File: src/rtl/reg_readback_streamer.sv
// rtl/reg_readback_streamer.sv - address-port owner that streams a wrapping range of register-file entries
module reg_readback_streamer #(
    parameter int WID = 16
) (
    input  logic           wclk,
    input  logic           rst_n,
    input  logic           wce,
    input  logic           we,
    input  logic [4:0]     wadr,
    input  logic [WID-1:0] wdat,
    input  logic           start,
    input  logic [4:0]     first,
    input  logic [5:0]     count,
    input  logic           abort,
    output logic [4:0]     mem_adr,
    output logic           mem_we,
    output logic [WID-1:0] mem_d,
    input  logic [WID-1:0] mem_o,
    output logic           o_valid,
    input  logic           o_ready,
    output logic [WID-1:0] o_data,
    output logic [4:0]     o_adr,
    output logic           o_last,
    output logic           busy,
    output logic           done
);

    typedef enum logic {
        IDLE = 1'b0,
        RUN  = 1'b1
    } state_t;

    state_t      state;
    state_t      state_nxt;
    logic [4:0]  ptr;
    logic [5:0]  remaining;
    logic [5:0]  count_cl;
    logic        host_wr;
    logic        xfer;
    logic        slot_free;
    logic        issue;
    logic        fwd;
    logic        start_go;
    logic        abort_run;
    logic        finish;

    // Host writes own the shared address port; reads use it only on idle write cycles.
    assign host_wr = wce & we;
    assign mem_we  = host_wr;
    assign mem_d   = wdat;
    assign mem_adr = host_wr ? wadr : ptr;

    // A zero count means a full sweep; anything beyond the file depth is a full sweep too.
    assign count_cl  = ((count == 6'd0) || (count > 6'd32)) ? 6'd32 : count;

    assign xfer      = o_valid & o_ready;
    assign slot_free = ~o_valid | o_ready;
    assign abort_run = (state == RUN) & abort;
    assign start_go  = (state == IDLE) & start & ~abort;
    assign finish    = (state == RUN) & xfer & o_last;
    assign issue     = (state == RUN) & ~abort & ~host_wr & (remaining != 6'd0) & slot_free;
    // A stalled beat picks up a host write to its own address so the dump never shows stale data.
    assign fwd       = host_wr & o_valid & ~o_ready & (wadr == o_adr);

    // State register.
    always_ff @(posedge wclk or negedge rst_n) begin
        if (!rst_n) begin
            state <= IDLE;
        end else begin
            state <= state_nxt;
        end
    end

    // Next-state: abort beats completion, completion returns to idle.
    always_comb begin
        state_nxt = state;
        case (state)
            IDLE: if (start_go) state_nxt = RUN;
            RUN:  if (abort_run || finish) state_nxt = IDLE;
            default: state_nxt = IDLE;
        endcase
    end

    // State-decoded outputs.
    always_comb begin
        busy = 1'b0;
        if (state == RUN) busy = 1'b1;
    end

    // Read pointer, beat counter and the single output slot.
    always_ff @(posedge wclk or negedge rst_n) begin
        if (!rst_n) begin
            ptr       <= 5'd0;
            remaining <= 6'd0;
            o_valid   <= 1'b0;
            o_data    <= '0;
            o_adr     <= 5'd0;
            o_last    <= 1'b0;
            done      <= 1'b0;
        end else begin
            done <= 1'b0;
            if (abort_run) begin
                o_valid   <= 1'b0;
                o_last    <= 1'b0;
                remaining <= 6'd0;
            end else if (start_go) begin
                ptr       <= first;
                remaining <= count_cl;
            end else if (state == RUN) begin
                if (issue) begin
                    o_data    <= mem_o;
                    o_adr     <= ptr;
                    o_valid   <= 1'b1;
                    o_last    <= (remaining == 6'd1);
                    ptr       <= ptr + 5'd1;
                    remaining <= remaining - 6'd1;
                end else if (xfer) begin
                    o_valid <= 1'b0;
                    if (o_last) begin
                        o_last <= 1'b0;
                        done   <= 1'b1;
                    end
                end else if (fwd) begin
                    o_data <= wdat;
                end
            end
        end
    end

endmodule

File: config.mk
export PLATFORM = sky130hd
export DESIGN_NAME = reg_readback_streamer
export DESIGN_NICKNAME = d
export VERILOG_FILES = /design/src/rtl/reg_readback_streamer.sv
export SDC_FILE = /design/constraint.sdc
export NUM_CORES = 1
export LEC_CHECK = 0
export ABC_CLOCK_PERIOD_IN_PS = 2700
export CORE_MARGIN = 3
export CORE_UTILIZATION = 35
export CTS_CLUSTER_DIAMETER = 80
export CTS_CLUSTER_SIZE = 24
export DETAILED_ROUTE_END_ITERATION = 10
export PLACE_DENSITY = 0.71
export SLEW_MARGIN = 40
export SYNTH_ARGS = -nofsm -noshare
export SYNTH_HDL_FRONTEND = slang
export SYNTH_SLANG_ARGS = --single-unit
File: constraint.sdc
create_clock -name wclk -period 2.7 [get_ports wclk]
set_input_delay 0.27 -clock wclk [delete_from_list [all_inputs] [get_ports wclk]]
set_output_delay 0.27 -clock wclk [all_outputs]
set_load 0.01 [all_outputs]
-- Word level (Yosys, flattened, before mapping)
Cells that the tools add are included.
- register bits after elaboration: 36
- output and inout bits: 47
- $add $sub $neg: 2
- magnitude comparators: 1
- equality and inequality tests: 4
- multiplexer cells: 31
- bitwise logic cells: 22
- reductions and logical operators: 16
- operator list (operator ; count):
    2-to-1 mux 16 bit ; 3
    2-to-1 mux 6 bit ; 5
    2-to-1 mux 5 bit ; 4
    2-to-1 mux 1 bit ; 18
    bitwise AND 1 bit ; 14
    nonzero test 3 bit ; 3
    nonzero test 2 bit ; 4
    inverter 1 bit ; 7
    == test 6 x 1 -> 1 bit, second input constant ; 1
    > comparator 6 bit, second input constant ; 1
    logical NOT 6 bit ; 1
    AND reduction 3 bit ; 2
    nonzero test 6 bit ; 1
    subtractor 6 x 1 -> 6 bit, second input constant ; 1
    adder 5 x 1 -> 5 bit, second input constant ; 1
    == test 5 bit ; 1
    AND reduction 5 bit ; 1
    != test 2 x 1 -> 1 bit, second input constant ; 2
    AND reduction 4 bit ; 1
    logical OR 1 bit ; 2
    case mux 1 bit (2 select lines) ; 1
    AND reduction 2 bit ; 1
    OR 1 bit ; 1

-- Depth between registers and ports, before layout
- depth after elaboration: 9
- gate-level depth with buffers: 10

-- Worst setup path after synthesis
No wires, ideal clock.
- path kind: reg-to-reg
- start: register remaining[0]
- end: register o_data[10]
- setup time: 0.125 ns
- data arrival time: 2.323 ns
- data required time: 2.575 ns
- slack: 0.252 ns
- cell stages (with the launch flop): 10
- cells stage by stage: dfrtp_1 inv_1 ha_1 or3b_4 o311a_1 buf_6 nand2_2 buf_6 mux2_2 mux2_4
- cells in the longest elaborated chain, start to end: 5
- ends and longest elaborated chain (what ; line ; RTL):
    from (decl) ; 36 ; logic [5:0] remaining;
    from (signal assigned) ; 108 ; remaining <= count_cl;
    from (signal assigned) ; 116 ; remaining <= remaining - 6'd1;
    nonzero test 6 bit (*) ; 61 ; assign issue = (state == RUN) & ~abort & ~host_wr & (remaining != 6'd0) & slot_free;
    bitwise AND 1 bit (*) (2 in a row) ; 61 ;
    != test 2 x 1 -> 1 bit (no line) / nonzero test 2 bit (equally long branches) ; - ;
    AND reduction 5 bit (no line) ; - ;
    to (signal assigned) ; 111 ; o_data <= mem_o;
    to (signal assigned) ; 124 ; o_data <= wdat;
    to (decl) ; 21 ; output logic [WID-1:0] o_data,
Mark *: on every way between the ends. The rest lies on a longest branch, timed or not.
A chain may end at the register's enable or synchronous reset.

-- Worst setup path after layout
- start: register remaining[0]
- end: register o_data[4]
The elaborated chain is that of the path after synthesis.

==> reports/metrics.csv <==
stage,metric,value,unit
synthesis,library cells used by synthesis,41,
synthesis,syn_nets,261,
placement,DP Worst Slack,0.299,ns
worst_setup_path,critical path's most frequent cell,buf_4,
grt,global-route usage over all layers,0.150,
worst_setup_path,FF-to-FF End,o_data[4],
finish,layout cells sized above 1,0.194,
placement,routability congestion estimate,0.779,
synthesis,Async SR Flop Fraction,1.00,
drt,DR pass1 iterations,4,
worst_setup_path,FF-to-FF Start,remaining[0],
sta,Rel. slew slack,0.693,
grt,GRT overflow,0,
worst_setup_path,crit end category,register,
sta,clock skew,0.00384,ns
worst_setup_path,critical path required time,2.87,ns
clocking,CTS buffer count,5,
power,total power per unit cell area,765,mW/mm^2
drt,DRC violations left,0,
outcome,run status,"complete, no violations",
power,maximum VDD drop,0.000316,V
power,Lkg Pwr,1.35,nW
grt,vias in the first global route,1875,
synthesis,top-area cell type share of the netlist area,0.410,
finish,Finished Core Util,0.543,
power,cell-internal power,1.69,mW
sta,Worst Tran Pin Value,0.461,ns
synthesis,sequential-to-total area share from yosys stat,0.410,
clocking,worst skew pair latency,0.28,ns
clocking,CTS tree,built,
clocking,htree depth,2,
grt,first-pass GRT wire length,8780,um
power,Reg power frac,0.379,
finish,area delta synth->final,48.0,%
placement,HPWL after detailed placement,4070,um
drt,vias per cell,5.04,
worst_setup_path,crit path cell chain,inv_1 > ha_1 > or3b_4 > o311a_1 > buf_4 > o21a_1 > buf_4 > mux2_4,
synthesis,Synth top cells by count,"dfrtp_1 (36), mux2_2 (30), nand2_1 (21), buf_4 (16), mux2_4 (10)",
worst_setup_path,R2R Setup Slk,0.28,ns
finish,antenna diode count,0,
drt,Antenna Nets Post-Route,0,
floorplanning,DIE AREA,0.00726,mm^2
synthesis,Synth area leaders,"dfrtp_1 (41%), mux2_2 (15%), mux2_4 (6.8%)",
clocking,Clock Tree Buf Depth,2,
floorplanning,Die Width,85.2,um
sta,final hold slack,0.473,ns
worst_setup_path,"delay-heaviest family, CP",compound AO/OA/AOI/OAI gates,
worst_setup_path,CP startpoint kind,register,
floorplanning,CORE AREA,0.00599,mm^2
clocking,clk slew on worst S/H paths,0.07,ns
worst_setup_path,slowest CP cell,dfrtp_1,
power,Tot Pwr,2.49,mW
worst_setup_path,CP arrival,2.59,ns
drt,Routed WL,5320,um
sta,setup ws final,0.279,ns
drt,DRT iter0 DRCs,29,
synthesis,"Cell Area, Synth",0.00220,mm^2
sta,setup TNS,0,ns
grt,largest net degree at the start of global routing,37,
job,max-cap violations,0,
sta,final hold vios,0,
synthesis,"FF+latch count, synth",36,
power,switching pwr,0.799,mW
synthesis,number of enable flip-flop cells after synthesis,0,
placement,number of port buffers,101,
clocking,clock sinks,36,
worst_setup_path,WP buf/inv,3,
synthesis,Syn Area/Cell,10.8,um^2
grt,initial antenna violation count,0,
drt,routed length per placed instance,14.4,um
floorplanning,Initial Utilization,0.367,
synthesis,most frequent cell after synthesis,dfrtp_1,
drt,DR vias,1858,
power,Clk pwr share,0.144,
synthesis,ys flop type,dfrtp_1,
synthesis,"area leader, netlist",dfrtp_1,
sta,fin crit period,2.42,ns
floorplanning,Die H,85.2,um
sta,Max Transition Viols Final,0,
worst_setup_path,"Max FO, Critical Path",16,
worst_setup_path,crit path kind,reg2reg,
floorplanning,Std-Cell Rows,28,
worst_hold_path,Hold Path Class,in2async,
finish,Nets,352,
sta,Final Cycle Share,0.897,
worst_setup_path,Critical Path Max Stage Delay,0.41,ns
power,Logic pwr share,0.477,
floorplanning,Top Ports,102,
sta,FMAX,413,MHz
synthesis,Mapped Cells,203,
power,Sw Ratio,0.321,
clocking,clock root buffer master,clkbuf_8,
worst_setup_path,worst reg2reg path depth,8,
sta,Final setup viols,0,
sta,RSZ-0062 raised after global routing,no,
synthesis,yosys warns,0,
[routing by layer]
metal / GRT usage / part of all wire
met2: 0.246 / 0.47
met3: 0.0515 / 0.11
met5: 0 / 0
met1: 0.185 / 0.41
met4: 0.0504 / 0.015
[cell usage in the layout (no fill, tap or decap), types with 3 or more instances in the layout]
master             n
buf_4              7
clkdlybuf4s50_1  100
a21oi_1            7
mux2_4            10
nor2_1             6
xnor2_1            6
nand2_1           21
dfrtp_1           36
o21ai_0            6
nand3_1            9
mux2_2            30
nor3_1             3
inv_1              6
nand2b_1           3
xor2_1             5
clkbuf_8           5
ha_1               3
[metrics by stage]
step | instances | instance area, um^2
3_3_place_gp | 361 | 3160
3_5_place_dp | 361 | 3160
4_1_cts | 368 | 3240
5_1_grt | 369 | 3250
2_1_floorplan | 203 | 2200
6_report | 369 | 3250
[worst max path at each step]
| stage | start | to | slack (ns) | cells past startpoint |
|---|---|---|---|---|
| 4_1_cts | remaining[0] | o_data[10] | 0.28 | 8 |
| 3_3_place_gp | remaining[0] | o_data[2] | 0.35 | 8 |
| 5_1_grt | remaining[0] | o_data[10] | 0.19 | 8 |
| 3_5_place_dp | remaining[0] | o_data[10] | 0.30 | 8 |
| 2_1_floorplan | remaining[0] | o_data[10] | 0.25 | 9 |
| 6_report | remaining[0] | o_data[4] | 0.28 | 8 |
[sequential cells by signal, indices dropped and copies added (netlist names)]
signal,cells
done,1
o_adr,5
o_data,16
o_last,1
o_valid,1
ptr,5
remaining,6
state,1
[cell type report]
cell class                 instances  area [um^2]
clock buffer                       6         72.6
inverter                           6         22.5
tap                               75         93.8
multi-input combinational        136         1070
timing repair buffer             109         1080
fill                             536         2740
clock inverter                     1         5.00
sequential                        36          901
[power by group through the flow]
| stage | combinational [mW] | clock [mW] | sequential [mW] |
|---|---|---|---|
| CTS | 1.20 | 0.375 | 0.943 |
| floorplan | 0.550 | 0 | 0.996 |
| detailed placement | 1.20 | 0 | 0.950 |
| global route | 1.28 | 0.406 | 0.976 |
| finish | 1.19 | 0.357 | 0.943 |
| global placement | 1.17 | 0 | 0.951 |
[timing repair]
action / CTS / global route
setup buffers: 0 / 0
gates resized for setup: 0 / 0
hold endpoints to repair: 0 / 36
hold buffers: 0 / 1
[cells by family (layout without fill, tap and decap cells)]
logic type | after synthesis | count (layout) | synth area share
and+or+nand+nor | 54 | 54 | 0.124
muxes | 40 | 40 | 0.222
DFF | 36 | 36 | 0.410
buffers and inverters | 31 | 122 | 0.101
AOI/OAI and AO/OA | 28 | 28 | 0.0815
xor gates and xnor gates | 11 | 11 | 0.0439
adders and majority gates | 3 | 3 | 0.0171
Power figures use the tool's default switching activity.
